File: config.mk
export PLATFORM = sky130hd
export DESIGN_NAME = reset_sequencer_flat
export DESIGN_NICKNAME = d
export VERILOG_FILES = /design/src/rtl/reset_seq_pkg.sv /design/src/rtl/reset_sequencer_if.sv /design/src/rtl/reset_sync.sv /design/src/rtl/reset_sequencer.sv /design/src/flat_wrapper.sv
export SDC_FILE = /design/constraint.sdc
export NUM_CORES = 1
export LEC_CHECK = 0
export CORE_ASPECT_RATIO = 1.2
export CORE_UTILIZATION = 59
export DETAILED_ROUTE_END_ITERATION = 6
export GPL_TIMING_DRIVEN = 0
export PLACE_DENSITY = 0.81
export SLEW_MARGIN = 20
export SYNTH_ARGS = -nofsm -noshare
export SYNTH_HDL_FRONTEND = slang
export SYNTH_SLANG_ARGS = --single-unit
File: constraint.sdc
create_clock -name clk -period 5.71 [get_ports clk]
set_clock_uncertainty 0.05 [all_clocks]
set_input_delay 1.142 -clock clk [delete_from_list [all_inputs] [get_ports clk]]
set_output_delay 1.142 -clock clk [all_outputs]
set_load 0.02 [all_outputs]
File: src/rtl/reset_seq_pkg.sv
// Shared types and sizing helpers for the reset sequencer.
package reset_seq_pkg;

  typedef enum logic [1:0] {ASSERT, HOLD, RELEASE, RUN} rst_state_e;

  function automatic int cnt_width(input int hold_cycles, input int stagger_cycles);
    int m;
    m = (hold_cycles > stagger_cycles) ? hold_cycles : stagger_cycles;
    return $clog2(m + 1);
  endfunction

endpackage

File: src/rtl/reset_sequencer_if.sv
// Warm-reset handshake and per-domain reset outputs of the reset sequencer.
interface reset_sequencer_if #(
  parameter int NUM_DOMAINS = 4
);
  logic                   sw_rst_req;
  logic                   sw_rst_ack;
  logic [NUM_DOMAINS-1:0] rstn_out;
  logic                   rst_done;

  modport master (
    output sw_rst_req,
    input  sw_rst_ack,
    input  rstn_out,
    input  rst_done
  );

  modport slave (
    input  sw_rst_req,
    output sw_rst_ack,
    output rstn_out,
    output rst_done
  );
endinterface

File: src/rtl/reset_sync.sv
// Async-assert / sync-release flop chain; rst_sync goes high STAGES edges after rst falls.
module reset_sync #(
  parameter int STAGES = 2
) (
  input  logic clk,
  input  logic rst,
  output logic rst_sync
);

  logic [STAGES-1:0] chain;

  always_ff @(posedge clk or posedge rst) begin
    if (rst) chain <= '0;
    else     chain <= {chain[STAGES-2:0], 1'b1};
  end

  assign rst_sync = chain[STAGES-1];

endmodule

File: src/rtl/reset_sequencer.sv
// Power-on / warm reset sequencer: hold all domains, then release rstn_out in staggered index order.
module reset_sequencer
  import reset_seq_pkg::*;
#(
  parameter int SYNC_STAGES    = 2,
  parameter int HOLD_CYCLES    = 16,
  parameter int NUM_DOMAINS    = 4,
  parameter int STAGGER_CYCLES = 4
) (
  input  logic               clk,
  input  logic               rst,
  reset_sequencer_if.slave   bus
);

  localparam int CW = cnt_width(HOLD_CYCLES, STAGGER_CYCLES);
  localparam int IW = (NUM_DOMAINS > 1) ? $clog2(NUM_DOMAINS) : 1;

  rst_state_e             state;
  logic [CW-1:0]          cnt;
  logic [IW-1:0]          idx;
  logic                   warm;
  logic                   ack_q;
  logic                   done_q;
  logic [NUM_DOMAINS-1:0] rstn_q;
  logic                   rst_sync;

  reset_sync #(.STAGES(SYNC_STAGES)) u_sync (
    .clk      (clk),
    .rst      (rst),
    .rst_sync (rst_sync)
  );

  always_ff @(posedge clk or posedge rst) begin
    if (rst) begin
      state  <= ASSERT;
      cnt    <= '0;
      idx    <= '0;
      warm   <= 1'b0;
      ack_q  <= 1'b0;
      done_q <= 1'b0;
      rstn_q <= '0;
    end else begin
      ack_q <= 1'b0;
      case (state)
        ASSERT: begin
          rstn_q <= '0;
          done_q <= 1'b0;
          cnt    <= '0;
          if (rst_sync) state <= HOLD;
        end
        HOLD: begin
          if (cnt == CW'(HOLD_CYCLES - 1)) begin
            cnt       <= '0;
            idx       <= IW'(1);
            rstn_q[0] <= 1'b1;
            if (NUM_DOMAINS == 1) begin
              state  <= RUN;
              done_q <= 1'b1;
              ack_q  <= warm;
              warm   <= 1'b0;
            end else begin
              state <= RELEASE;
            end
          end else begin
            cnt <= cnt + CW'(1);
          end
        end
        RELEASE: begin
          if (cnt == CW'(STAGGER_CYCLES - 1)) begin
            cnt         <= '0;
            rstn_q[idx] <= 1'b1;
            idx         <= idx + IW'(1);
            if (idx == IW'(NUM_DOMAINS - 1)) begin
              state  <= RUN;
              done_q <= 1'b1;
              ack_q  <= warm;
              warm   <= 1'b0;
            end
          end else begin
            cnt <= cnt + CW'(1);
          end
        end
        RUN: begin
          // A request seen while the ack is still high is the tail of the previous one.
          if (bus.sw_rst_req && !ack_q) begin
            state  <= HOLD;
            cnt    <= '0;
            rstn_q <= '0;
            done_q <= 1'b0;
            warm   <= 1'b1;
          end
        end
        default: state <= ASSERT;
      endcase
    end
  end

  assign bus.sw_rst_ack = ack_q;
  assign bus.rstn_out   = rstn_q;
  assign bus.rst_done   = done_q;

endmodule

File: src/flat_wrapper.sv
// flat-port wrapper written by rule: the top's interface ports become plain ports
module reset_sequencer_flat import reset_seq_pkg::*;
#(
  parameter int SYNC_STAGES    = 2,
  parameter int HOLD_CYCLES    = 16,
  parameter int NUM_DOMAINS    = 4,
  parameter int STAGGER_CYCLES = 4
)
  (clk, rst, bus_sw_rst_req, bus_sw_rst_ack, bus_rstn_out, bus_rst_done);
  reset_sequencer_if #(.NUM_DOMAINS(NUM_DOMAINS)) bus_i ();
  input  logic clk;
  input  logic rst;
  input wire logic [$bits(bus_i.sw_rst_req)-1:0] bus_sw_rst_req;
  output wire logic [$bits(bus_i.sw_rst_ack)-1:0] bus_sw_rst_ack;
  output wire logic [$bits(bus_i.rstn_out)-1:0] bus_rstn_out;
  output wire logic [$bits(bus_i.rst_done)-1:0] bus_rst_done;
  assign bus_i.sw_rst_req = bus_sw_rst_req;
  assign bus_sw_rst_ack = bus_i.sw_rst_ack;
  assign bus_rstn_out = bus_i.rstn_out;
  assign bus_rst_done = bus_i.rst_done;
  reset_sequencer #(.SYNC_STAGES(SYNC_STAGES), .HOLD_CYCLES(HOLD_CYCLES), .NUM_DOMAINS(NUM_DOMAINS), .STAGGER_CYCLES(STAGGER_CYCLES)) u_core (.clk(clk), .rst(rst), .bus(bus_i));
endmodule
==> run metrics <==
detailed placement HPWL 1.264 mm; via count 704; commonest non-fill, non-tap cells in the layout dfrtp_1 (18), ha_1 (12), inv_1 (8), nand2_1 (8), clkdlybuf4s50_1 (8); grt total ovfl 0; min Tclk post-route 2608 ps; initial DRC count 13; Hold Path End u_core.u_sync.chain[1]; Num Clock Sinks 18; first-pass GRT wire length 2.497 mm; worst slew pin tran 679.2 ps; largest area contributor in the netlist dfrtp_1; Worst Hold Margin 306.8 ps; Num CTS Buffers 3; Yosys reg bits 18; commonest non-fill, non-tap cell in the layout dfrtp_1; Core ar. 0.001520 mm2; setup tns final 0 ps; Clk Latency, worst-skew pair 280 ps; crit path max fanout 9; Initial Util 0.6601; die width 39.65 um; reg2reg end u_core.state[1]; nature of the critical path startpoint primary input; Inserted Diodes 0; DR vias/cell 5.677; CTS Buffer Depth 2; hold_sp u_core.u_sync.chain[0]; area share of the largest cell type after synthesis 0.4489; Placed Area 0.001105 mm2; design area 0.001127 mm2; Syn Inst Count 96; Yosys warning count 0; hold path depth 0; post-synthesis cell type count 30; Post-Route WL 1.664 mm; worst endpoint required time 5840 ps; post-layout net count 124; sequential fraction of the synthesis area 0.4489; Synth Net Count 111; run status finished clean; period utilisation layout 0.4568; MaxCap Viol Count 0; Slew Limit Fails 0; Hold Crit Class flop to flop; vias in the first global route 608; Post-Syn Area 0.001003 mm2; WS Path Type primary input to flop; clock root cell clkbuf_4; Avg WL per Cell 13.42 um; I/O pins 9; FF-to-FF path depth 7; leakage power 0.5354 nW; PortBufs 8; worst ir drop on vdd 0.3112 mV; syn_area_per_cell 10.45 um2; Area Overhead vs Synth 12.34%; Post-CTS Resized 0; reg2reg setup slack 3600 ps; post-route ant nets 0; Die Ht 47.18 um; CP Capture Type flop; Fin. Hold Viols 0; Placed Cells 121; Post-CTS Setup Bufs 0; CTS tree yes; Final Wtd Congestion 0.8251; largest net degree at the start of global routing 19; share of layout cells above drive strength 1 0.08411; power per cell area 459.1 mW/mm2; CTS H-Tree Depth 1; Worst slew margin 0.5467; fmax 0.3834 GHz; Clock transition at path regs 100 ps; CTS Hold Bufs 0; RSZ-0062 raised after global routing no; Fill cells 119; top post-synthesis cells by area dfrtp_1 (45%), ha_1 (15%), o21ai_0 (3.5%); Critical Path AT 2740 ps; Remaining DRCs 0; die area 0.001870 mm2; Critical R2R Launch u_core.cnt[0]; GRT Total Usage 0.2010; antenna violations before repair 0; Core Rows 15; Setup-failing EPs final 0; Pre-antenna DRT Iters 4; Final Non-Filler Cells 124
-- area by class of cell --
type | count | area, um2 | share of cell area
buffer | 2 | 7.507 | 0.006659
clock buffer | 3 | 22.52 | 0.01998
inverter | 8 | 30.03 | 0.02664
multi-input combinational | 68 | 515.5 | 0.4573
sequential | 18 | 450.4 | 0.3996
tap | 17 | 21.27 | 0.01887
timing repair buffer | 8 | 80.08 | 0.07103
-- critical path: stages --
cell,delay [ps]
clkdlybuf4s50_1,450
nand2b_1,80
and2_1,160
clkbuf_1,210
a2111o_1,390
mux2_4,310
-- stage by stage --
stage               total power (W)  utilization  setup WS [ps]
global route              0.0005572       0.7416           3056
detailed placement        0.0004617       0.7267           2799
CTS                       0.0005223       0.7416           3105
finish                    0.0005176       0.7416           3102
floorplan                 0.0003831            -           3383
global placement          0.0004501       0.7267           2818
-- cells in the mapped netlist, drive strengths merged --
library cell  instances
nand2b                2
nand2                 9
a21oi                 6
a31oi                 2
mux2i                 2
or2                   1
and3                  1
and2                  1
or3                   1
nor2                  2
a2111o                1
ha                   12
nor2b                 3
nand3                 2
o22ai                 1
nor4b                 4
a211oi                1
a32o                  1
o21ba                 1
o21a                  4
inv                   8
clkbuf                2
and2b                 1
dfrtp                18
conb                  1
mux2                  1
nor3                  1
o21ai                 7
-- routing by layer --
metal	share of wire	vias up	track usage
met2	0.49	6	0.3279
met4	0.011	0	0.1103
met3	0.021	2	0.04739
met1	0.47	340	0.2416
li1	-	356	-
met5	0	-	0
-- power by group --
| part | internal [W] | switching (W) |
|---|---|---|
| clock | 0.0000244 | 0.0000356 |
| combinational | 0.000123 | 0.000146 |
| sequential | 0.000163 | 0.0000256 |
-- how the worst max path moves through the flow --
stage | from | endpoint | cells past startpoint
6_report | bus_sw_rst_req | u_core.state[1] | 6
5_1_grt | bus_sw_rst_req | u_core.state[1] | 6
4_1_cts | bus_sw_rst_req | u_core.state[1] | 6
3_5_place_dp | bus_sw_rst_req | u_core.state[1] | 6
3_3_place_gp | bus_sw_rst_req | u_core.state[1] | 6
2_1_floorplan | bus_sw_rst_req | u_core.state[1] | 5
-- registers in the layout, summed over array words and instances (netlist names) --
signal / count
u_core.state: 2
u_core.warm: 1
u_core.bus.sw_rst_ack: 1
u_core.idx: 2
u_core.bus.rst_done: 1
u_core.u_sync.chain: 2
u_core.cnt: 5
u_core.bus.rstn_out: 4
-- logic make-up after synthesis --
kind of cell               Yosys count  synth area share
muxes                                3           0.03491
adders and majority gates           12            0.1496
AOI/OAI and AO/OA                   24            0.1521
other                                1          0.003737
DFF                                 18            0.4489
buffers and inverters               10           0.03741
and+or+nand+nor                     28            0.1733
No activity file was read; power rests on OpenSTA's default activity.
